File: src/rtl/aes_pkg.sv
// Shared definitions for the AES-128 decipher controller: FSM encoding,
// round count, round-timeout length and key index width.
package aes_pkg;

    localparam int NUM_ROUNDS    = 10;
    localparam int ROUND_TIMEOUT = 32;
    localparam int KEY_IDX_W     = 4;
    localparam int TIMER_W       = $clog2(ROUND_TIMEOUT);

    typedef enum logic [2:0] {
        IDLE,
        KEYW,
        WHITEN,
        ISSUE,
        WAIT,
        DONE,
        ERROR
    } state_t;

endpackage

File: src/rtl/aes_round_timer.sv
// Counts consecutive WAIT cycles without a round result; expired marks the
// last cycle the controller may still wait before declaring a timeout.
module aes_round_timer
    import aes_pkg::*;
(
    input  logic clk,
    input  logic reset,
    input  logic clear,
    input  logic enable,
    output logic expired
);

    logic [TIMER_W-1:0] count;

    always_ff @(posedge clk) begin
        if (reset || clear) begin
            count <= '0;
        end else if (enable && !expired) begin
            count <= count + 1'b1;
        end
    end

    assign expired = (count == TIMER_W'(ROUND_TIMEOUT - 1));

endmodule

File: src/rtl/aes_decipher_ctrl.sv
// AES-128 decipher sequencer: whitens the ciphertext with key 10, then drives
// an external inverse-round block through keys 9..0 and presents the plaintext.
module aes_decipher_ctrl
    import aes_pkg::*;
#(
    parameter int DATA_W = 128
) (
    input  logic                 clk,
    input  logic                 reset,
    input  logic                 start,
    input  logic [DATA_W-1:0]    block_in,
    output logic                 ready,
    output logic                 out_valid,
    output logic [DATA_W-1:0]    block_out,
    output logic                 error,
    output logic [KEY_IDX_W-1:0] key_idx,
    input  logic [DATA_W-1:0]    round_key,
    output logic                 rnd_start,
    output logic [DATA_W-1:0]    rnd_data,
    output logic                 last_round,
    input  logic                 rnd_done,
    input  logic [DATA_W-1:0]    rnd_result
);

    state_t               state;
    logic [KEY_IDX_W-1:0] round;
    logic                 timer_clear;
    logic                 timer_en;
    logic                 timer_expired;

    assign timer_clear = (state == ISSUE);
    assign timer_en    = (state == WAIT) && !rnd_done;
    assign rnd_data    = block_out;

    aes_round_timer u_timer (
        .clk     (clk),
        .reset   (reset),
        .clear   (timer_clear),
        .enable  (timer_en),
        .expired (timer_expired)
    );

    // Outputs are registered: each is set on the edge that enters the state it belongs to.
    always_ff @(posedge clk) begin
        if (reset) begin
            state      <= IDLE;
            ready      <= 1'b1;
            out_valid  <= 1'b0;
            error      <= 1'b0;
            rnd_start  <= 1'b0;
            last_round <= 1'b0;
            key_idx    <= '0;
            round      <= '0;
            block_out  <= '0;
        end else begin
            out_valid <= 1'b0;
            rnd_start <= 1'b0;
            case (state)
                IDLE: begin
                    if (start) begin
                        block_out <= block_in;
                        key_idx   <= KEY_IDX_W'(NUM_ROUNDS);
                        round     <= KEY_IDX_W'(NUM_ROUNDS);
                        ready     <= 1'b0;
                        state     <= KEYW;
                    end
                end
                KEYW: begin
                    state <= WHITEN;
                end
                WHITEN: begin
                    block_out  <= block_out ^ round_key;
                    key_idx    <= KEY_IDX_W'(NUM_ROUNDS - 1);
                    round      <= KEY_IDX_W'(NUM_ROUNDS - 1);
                    rnd_start  <= 1'b1;
                    last_round <= 1'b0;
                    state      <= ISSUE;
                end
                ISSUE: begin
                    state <= WAIT;
                end
                WAIT: begin
                    // A result arriving on the expiry cycle still wins over the timeout.
                    if (rnd_done) begin
                        block_out <= rnd_result;
                        if (round == '0) begin
                            last_round <= 1'b0;
                            out_valid  <= 1'b1;
                            state      <= DONE;
                        end else begin
                            round      <= round - 1'b1;
                            key_idx    <= key_idx - 1'b1;
                            rnd_start  <= 1'b1;
                            last_round <= (round == KEY_IDX_W'(1));
                            state      <= ISSUE;
                        end
                    end else if (timer_expired) begin
                        last_round <= 1'b0;
                        error      <= 1'b1;
                        state      <= ERROR;
                    end
                end
                DONE: begin
                    ready <= 1'b1;
                    state <= IDLE;
                end
                ERROR: begin
                    state <= ERROR;
                end
                default: begin
                    ready <= 1'b1;
                    state <= IDLE;
                end
            endcase
        end
    end

endmodule

File: config.mk
export PLATFORM = sky130hd
export DESIGN_NAME = aes_decipher_ctrl
export DESIGN_NICKNAME = d
export VERILOG_FILES = /design/src/rtl/aes_pkg.sv /design/src/rtl/aes_round_timer.sv /design/src/rtl/aes_decipher_ctrl.sv
export SDC_FILE = /design/constraint.sdc
export NUM_CORES = 1
export LEC_CHECK = 0
export CORE_AREA = 2 2 255 257
export DETAILED_ROUTE_END_ITERATION = 7
export DIE_AREA = 0 0 257 259
export GPL_TIMING_DRIVEN = 0
export PLACE_DENSITY = 0.38
export SYNTH_ARGS = -nofsm -noshare
export SYNTH_HDL_FRONTEND = slang
export SYNTH_HIERARCHICAL = 1
export SYNTH_SLANG_ARGS = --single-unit
File: constraint.sdc
create_clock -name clk -period 5.8 [get_ports clk]
set_input_delay 0.87 -clock clk [delete_from_list [all_inputs] [get_ports clk]]
set_output_delay 0.87 -clock clk [all_outputs]
set_load 0.05 [all_outputs]
==> qor.txt <==
Sw Share: 39.8%
Core Util, Final: 27.9%
CP arrival: 3.44 ns
Setup-failing EPs final: 0
Clk network pwr share: 28.6%
cells after synthesis: 1127
FMAX: 322 MHz
Worst path most repeated cell: clkbuf_1
first-pass GRT wire length: 88300 um
post-route cell area: 17800 um2
Clock Path Buffers: 2
synthesized cell area: 9550 um2
vias in the first global route: 12100
Max H-tree Level: 4
cts repair resizes: 0
die height: 259 um
initial antenna violation count: 14
met1 usage: 21.9%
CTS Hold Buffers Added: 0
flops & latches, synth: 149
CP cell instances: clkdlybuf4s50_1 > clkbuf_1 > clkbuf_1 > clkbuf_1 > o32ai_1
EDFF count, synth: 0
Slew HR: 21.2%
sequential fraction of the synthesis area: 31.2%
GP Congestion: 0.826
CP peak stage delay: 0.72 ns
share of async-settable or async-resettable flops after synthesis: 0%
Die X: 257 um
setup TNS: 0 ns
Pwr per Cell Area: 258 nW/um2
unrepaired setup endpoints after global routing: no
DP Area: 17100 um2
gr busiest metal: met2
wire length per cell: 23.6 um
Rows: 93
synthesis-to-layout area growth: 86.5%
CTS tree: built
Yosys cell types: 39
# DRC: 0
total track usage: 18.3%
Syn Nets: 1521
1st-iter DRT viols: 580
Port Buffers: 652
placed insts: 2634
status: complete, no violations
layout cells sized above 1: 11.2%
Slowest cell on crit path: clkbuf_1
Tcrit/Tclk final: 53.5%
Syn. warnings: 6
Comb pwr share: 44.5%
cell taking the most area after synthesis: dfxtp_1
Post-Layout Cell Count: 2674
Sink Count: 149
CP top delay family: buffers and inverters
Buf/Inv on CP: 4
Switching Power: 1.83 mW
Top FF cell, synth: dfxtp_1
register clock-pin slew on the reported worst setup and hold paths: 0.06 ns
max cap viols: 0
dpl hpwl: 49400 um
post-CTS setup buffer count: 0
CP endpoint kind: flop
worst skew pair latency: 0.48 ns
Hold WS: 0.480 ns
P_int: 2.77 mW
fin nets: 2192
Core ar.: 63900 um2
hold crit path type: reg -> reg
number of CTS-inserted buffers: 17
commonest non-fill, non-tap cells in the layout: clkdlybuf4s50_1 (652), dfxtp_1 (149), buf_4 (136)
worst-margin pin slew: 1.18 ns
final clock skew: 0.0121 ns
maximum fanout along the worst path: 10
Final ANT Viol Nets: 0
Crit Path Category: in -> reg
Seq pwr share: 26.9%
via count: 11700
maximum VDD drop: 0.000223 V
pins over their slew limit: 0
global-route met2 utilization: 32.4%
worst endpoint required time: 6.13 ns
Routed Wire Length: 63100 um
top cell type's share of synthesized area: 31.2%
DRT Pass-1 Iters: 5
GRT met3 Usage: 4.42%
clk root buf: clkbuf_16
most common cell after layout, fill and taps aside: clkdlybuf4s50_1
Tmin final: 3.10 ns
DIE AREA: 66600 um2
Synth area leaders: dfxtp_1 (31%), a221oi_1 (12%), o32ai_1 (12%), buf_4 (11%), o21a_1 (10%)
pin count of the biggest net entering global routing: 17
starting density of the core: 14.9%
number of I/O pins: 653
GR Overflow Total: 0
Hold Vio Cnt, Final: 0
Vias/cell: 4.39
synthesized area per cell: 8.47 um2
Fillers: 6783
Leak: 6.70 nW
Setup crit start kind: input port
worst register-to-register path, cell delays in order, from the launching register on:
cell      delay (ns)
dfxtp_1         0.32
buf_2           0.18
nor3b_2         0.78
buf_2           0.48
clkbuf_1        0.49
and3_1          0.24
a221oi_1        0.05
o32ai_1         0.16
synth_stat cells, types with 2 or more instances:
master	number
dfxtp_1	149
buf_4	136
inv_1	134
and3_1	129
a221oi_1	128
o21a_1	128
o32ai_1	128
clkbuf_1	67
buf_2	25
a21oi_1	19
nor2_1	14
nand2_1	8
ha_1	6
o21ai_0	6
nand3_1	5
nor3_1	5
a31oi_1	4
buf_1	4
buf_6	3
nand3b_1	3
a2111oi_0	2
a311oi_1	2
nand4b_1	2
nor3b_1	2
or2_2	2
or3b_2	2
xor2_1	2
metal layers:
| layer | routed length [um] | share of wire [%] |
|---|---|---|
| met5 | 77 | 0.12 |
| met4 | 843 | 1.3 |
| met3 | 3590 | 5.7 |
| met2 | 32500 | 51 |
| met1 | 26100 | 41 |
power groups by stage:
stage	logic, mW	clock network, mW	registers, mW
final	2.05	1.31	1.24
after global routing	2.16	1.40	1.25
after CTS	2.06	1.37	1.24
after detailed placement	2.05	0	1.26
after global placement	2.04	0	1.26
after floorplan	0.896	0	1.54
flip-flops by register name, summed over array words and instances, names as in the netlist, 3 cells and up:
signal / cells
block_out: 128
key_idx: 4
round: 4
state: 3
u_timer/count: 5
area by class of cell:
type | instances | area (um2) | share of cell area [%]
diodes | 8 | 20.0 | 0.112
plain buffers | 235 | 1450 | 8.12
clock buffers | 20 | 447 | 2.51
clock inverters | 12 | 201 | 1.13
inverters | 134 | 503 | 2.82
multi-input cells | 609 | 4620 | 25.9
flip-flops and latches | 149 | 2980 | 16.7
well taps | 855 | 1070 | 6.01
repair buffers | 652 | 6530 | 36.6
cells by family after synthesis:
family                   synth area share (%)
AO/OA/AOI/OAI                            35.7
XOR/XNOR                                0.275
adder cells (fa/ha/maj)                 0.786
buffers and inverters                    20.4
flip-flops                               31.2
AND/OR/NAND/NOR                          11.6
per-stage QoR:
stage                     setup WS, ns  total power, mW
after CTS                         2.58             4.67
after global routing              2.44             4.80
final                             2.70             4.60
after detailed placement          2.05             3.32
after global placement            2.04             3.31
after floorplan                   3.69             2.44
final timing paths:
kind                         start                to  slack (ns)  cells after the start
setup / recovery             reset     block_out[54]        2.70                      5
hold / removal    u_timer/count[4]  u_timer/count[4]        0.48                      2
setup reg to reg          state[0]     block_out[32]        3.01                      7
hold reg to reg   u_timer/count[4]  u_timer/count[4]        0.48                      2
No activity file was read; power rests on OpenSTA's default activity.
